**config.mk**
```make
export PLATFORM = sky130hd
export DESIGN_NAME = i8080_rx_fifo_writer
export DESIGN_NICKNAME = d
export VERILOG_FILES = /design/src/rtl/i8080_rx_fifo_writer.sv
export SDC_FILE = /design/constraint.sdc
export NUM_CORES = 1
export LEC_CHECK = 0
export CAP_MARGIN = 20
export CORE_ASPECT_RATIO = 1.4
export CORE_MARGIN = 10
export CORE_UTILIZATION = 25
export DETAILED_ROUTE_END_ITERATION = 10
export HOLD_SLACK_MARGIN = 0.12
export MAX_ROUTING_LAYER = met4
export PLACE_DENSITY_LB_ADDON = 0.3
export SYNTH_ARGS = -nofsm -noshare
export SYNTH_HDL_FRONTEND = slang
export SYNTH_SLANG_ARGS = --single-unit
```
**constraint.sdc**
```tcl
create_clock -name CLK -period 2.36 [get_ports CLK]
set_input_delay 0.59 -clock CLK [delete_from_list [all_inputs] [get_ports CLK]]
set_output_delay 0.59 -clock CLK [all_outputs]
set_load 0.03 [all_outputs]
```
**src/rtl/i8080_rx_fifo_writer.sv**
```systemverilog
// i8080_rx_fifo_writer: i8080 16-bit write-bus slave that decodes DCS commands and
// pushes RGB565 pixels into the pixel FIFO for the RGB timing generator.
module i8080_rx_fifo_writer #(
    parameter int          WidthPixel  = 800,
    parameter int          HightPixel  = 480,
    parameter logic [7:0]  CMD_RAMWR   = 8'h2C,
    parameter logic [7:0]  CMD_RAMWRC  = 8'h3C,
    parameter logic [7:0]  CMD_SWRESET = 8'h01
) (
    input  logic        CLK,
    input  logic        nRST,
    input  logic        I80_CS,
    input  logic        I80_RS,
    input  logic        I80_WR,
    input  logic [15:0] I80_D,
    input  logic        FIFO_Full,
    output logic        FIFO_WE,
    output logic [15:0] FIFO_WData,
    output logic        FrameCtrl,
    output logic        FrameDone,
    output logic        Overflow
);
    localparam logic [18:0] Total = 19'(WidthPixel * HightPixel);

    typedef enum logic {IDLE, PIXEL} state_t;

    state_t      state, state_n;
    logic [18:0] pix_cnt, pix_cnt_n;
    logic        overflow_n, we_n, done_n;
    logic [15:0] wdata_n;
    logic [1:0]  cs_q, rs_q;
    logic [2:0]  wr_q;
    logic [15:0] d_q1, d_q2;
    logic        wr_rise;

    // Synchronisers preset to the idle bus level; wr_q[2] is the edge-detect history
    always_ff @(posedge CLK or negedge nRST) begin
        if (!nRST) begin
            cs_q <= '1;
            rs_q <= '1;
            wr_q <= '1;
            d_q1 <= '1;
            d_q2 <= '1;
        end else begin
            cs_q <= {cs_q[0], I80_CS};
            rs_q <= {rs_q[0], I80_RS};
            wr_q <= {wr_q[1:0], I80_WR};
            d_q1 <= I80_D;
            d_q2 <= d_q1;
        end
    end

    assign wr_rise = wr_q[1] & ~wr_q[2] & ~cs_q[1];

    always_ff @(posedge CLK or negedge nRST) begin
        if (!nRST) begin
            state      <= IDLE;
            pix_cnt    <= '0;
            Overflow   <= 1'b0;
            FIFO_WE    <= 1'b0;
            FrameDone  <= 1'b0;
            FIFO_WData <= '0;
        end else begin
            state      <= state_n;
            pix_cnt    <= pix_cnt_n;
            Overflow   <= overflow_n;
            FIFO_WE    <= we_n;
            FrameDone  <= done_n;
            FIFO_WData <= wdata_n;
        end
    end

    always_comb begin
        state_n    = state;
        pix_cnt_n  = pix_cnt;
        overflow_n = Overflow;
        we_n       = 1'b0;
        done_n     = 1'b0;
        wdata_n    = FIFO_WData;
        if (wr_rise && !rs_q[1]) begin
            if (d_q2[7:0] == CMD_SWRESET) begin
                state_n    = IDLE;
                pix_cnt_n  = '0;
                overflow_n = 1'b0;
            end else if (d_q2[7:0] == CMD_RAMWR) begin
                state_n    = PIXEL;
                pix_cnt_n  = '0;
                overflow_n = 1'b0;
            end else if (state == IDLE) begin
                state_n = (d_q2[7:0] == CMD_RAMWRC && pix_cnt < Total) ? PIXEL : IDLE;
            end else begin
                state_n = IDLE;
            end
        end else if (wr_rise && state == PIXEL) begin
            // A dropped word still consumes its pixel slot so the frame stays aligned
            wdata_n    = d_q2;
            we_n       = ~FIFO_Full;
            overflow_n = Overflow | FIFO_Full;
            pix_cnt_n  = pix_cnt + 19'd1;
            done_n     = (pix_cnt_n == Total);
            state_n    = done_n ? IDLE : PIXEL;
        end
    end

    always_comb begin
        FrameCtrl = (state == PIXEL);
    end
endmodule

```
==> results of run 1 <==
-- layout make-up --
cell class | count | area, µm² | area share [%]
Clock buffer | 11 | 254.0 | 5.800
Clock inverter | 5 | 87.58 | 2.000
Inverter | 2 | 7.507 | 0.1714
Multi-Input combinational cell | 206 | 1252 | 28.60
Sequential cell | 78 | 2002 | 45.71
Tap cell | 178 | 222.7 | 5.086
Timing Repair Buffer | 57 | 553.0 | 12.63
-- through the flow --
stage	worst slack, ns	instances
3_5_place_dp	0.1718	521
6_report	0.1604	537
3_3_place_gp	0.2281	521
2_1_floorplan	0.1645	302
5_1_grt	0.01568	537
4_1_cts	0.1532	537
-- registers in the layout, indices dropped and copies added (netlist names) --
name and count:
d_q1 16, FIFO_WE 1, d_q2 16, FrameDone 1, FrameCtrl 1, rs_q 2, pix_cnt 19, FIFO_WData 16
Overflow 1, wr_q 3, cs_q 2
-- where the power goes --
group	internal (µW)	total, µW	leakage [µW]	switching (µW)
sequential	1480	1540	0.000924	63.7
clock	1000	1550	0.000163	553
combinational	217	511	0.000709	294
total	2700	3610	0.00180	911
-- layout by cell type, fill, tap and decap left out, types with 6 or more instances in the layout --
cell type        netlist  layout
o31ai_1                6       6
clkbuf_16              0      10
a31oi_1                6       6
clkdlybuf4s50_1        0      40
buf_4                  0      15
a21oi_1                9       9
dfstp_2               39      39
o21ai_0               27      27
nor2_1                13      13
nand2_1               66      66
dfrtp_1               39      38
-- kinds of logic (layout without fill, tap and decap cells) --
kind of cell,count (synthesis),in the layout,synth area share [%]
AOI/OAI and AO/OA,70,70,13.13
DFF,78,78,60.50
adders and majority gates,2,2,0.7566
buffers and inverters,18,75,2.422
and+or+nand+nor,132,132,22.66
xor gates and xnor gates,2,2,0.5298
-- path summary, 6_finish.rpt --
path | depth (start not counted) | startpoint | slack [ns] | endpoint
worst max-delay path | 6 | pix_cnt[2] | 0.16 | FrameDone
worst min-delay path | 1 | nRST | 0.19 | FIFO_WData[8]
worst max register to register | 6 | pix_cnt[2] | 0.16 | FrameDone
worst min register to register | 0 | d_q1[2] | 0.35 | d_q2[2]
max in group asynchronous | 2 | nRST | 1.53 | d_q1[0]
min in group CLK | 0 | d_q1[2] | 0.35 | d_q2[2]
-- critical path: cells and delay by family (launching register included) --
kind	cells	cell delay, ns
simple gates	5	1.35
flops	1	0.52
compound gates	1	0.25
-- layer usage --
metal	part of all wire [%]	global-route usage, %	up-vias
met5	0	-	-
met4	2.0	4.191	0
met3	2.1	2.079	15
met2	53	14.77	42
met1	43	9.914	1231
li1	-	-	1194
==> results by group, run 1 <==
Power
  • Leakage power: between 0.0015 and 0.002 µW
  • Pwr/cell area: around 820 nW/µm²
  • Total Power: ~3600 µW
  • Max VDD drop: ~0.55 mV

Floorplan
  • FP Rows: just under 50
  • Core area: 12940 µm²
  • Initial Utilization: around a quarter
  • Overall die height: 156.1 µm
  • Die area: between 15000 and 20000 µm²
  • Io pins: 42
  • Die width: ~120 µm

Drt
  • Remaining DRCs: 0
  • DR vias: roughly 2500
  • Overall routed net length: around 7500 µm
  • Wire per inst: around 14 µm
  • Router iterations before antenna repair: 4
  • Starting DRT DRC Count: 176
  • Routed Antenna Nets: 0
  • Post-detailed-route via-to-cell ratio: between 4 and 5

Clock network
  • Clk buf depth: 2
  • CTS Hold Buffers Added: 0
  • H-tree depth: 3
  • CTS tree: built
  • Number of CTS-inserted buffers: 9
  • Clock transition at the registers of the reported paths: about 0.060 ns
  • Clock Sinks: 78
  • PostCTS Resize Cnt: 0
  • Clock latency on the worst-skew pair: 0.33 ns
  • Buffer count from post-CTS setup fixing: 0
  • Clk root buf: clkbuf_16

Synth
  • Most instantiated cells after synthesis: 66 x nand2_1, 39 x dfrtp_1, 39 x dfstp_2
  • Yosys warns: 0
  • Top-count cell post-synth: nand2_1
  • Seq cells post-synth: slightly below 80
  • Area leader, netlist: dfstp_2
  • Net Count, Synth: around 330
  • Sequential fraction of the synthesis area: between 60 and 70%
  • Share of flip-flops with an asynchronous set or reset: between 90% and 100%
  • Yosys top cell area share: just over 30%
  • Post-synthesis cell count: 302
  • Mean area per synthesized cell: 10.95 µm²
  • Predominant post-synthesis flop cell: dfstp_2
  • Distinct cells, synth: 52
  • Ranking of synthesized cells by area: dfstp_2 31%, dfrtp_1 30%, nand2_1 7.5%
  • Synthesized area: 3307 µm²
  • EDFF count, synth: 0

STA
  • Fmax: roughly 450 MHz
  • Final min period: roughly 2.2 ns
  • Max-slew violations: 0
  • Skew final: ~0.0044 ns
  • Hold Fails Final Rpt: 0
  • Final setup viols: 0
  • Worst slew pin tran: around 0.45 ns
  • Fin crit share: approximately 93%
  • RSZ-0062 raised after global routing: no
  • Setup TNS: 0 ns
  • WHS: roughly 0.19 ns
  • Slew headroom: 69.79%

Critical path
  • WS Path Type: register to register
  • Crit path launch type: register
  • Crit path cell chain: nand3_4 -> or4b_1 -> and3_1 -> a211o_1 -> nand4b_1 -> nor4_2
  • Critical path's largest stage delay: about 0.54 ns
  • Worst Path Required: 2.60 ns
  • Worst setup EP type: register
  • CP max stage cell: or4b_1
  • Crit-path max FO: 10
  • Crit path DAT: ~2.4 ns

Cells and area
  • Area delta synth->final: 32.43%
  • Nets: ~380
  • Antenna cells: 0
  • Fill cells: ~1300
  • Fraction of final layout cells sized beyond drive strength 1: between 20% and 30%
  • Finished Cell Area: about 4400 µm²
  • Post-route core utilization: about a third

Global routing
  • Initial antenna violation count: 0
  • Vias in the first global route: roughly 2600
  • Overflow after GRT: 0
  • First-pass GRT wire length: about 13000 µm
  • GRT Total Usage: around 9%
  • Largest net degree at the start of global routing: between 50 and 60

Worst hold path
  • Min-delay worst type: input pin to async pin

Flow run
  • Number of max-cap violations: 0

Place
  • Buffers added on ports: just over 40
  • GPL Wtd Cong: ~0.82
  • Area after DPL: 4010 µm²
  • Post-DP HPWL: just over 5000 µm

Outcome
  • Outcome: complete, no violations
Note: power is estimated with default switching activity, not from simulation.
==> run 2: changes to the inputs <==
- TNS_END_PERCENT: unset -> 1
==> results of run 2 <==
The final DEF is identical to that of run 1; final timing and power are the same.
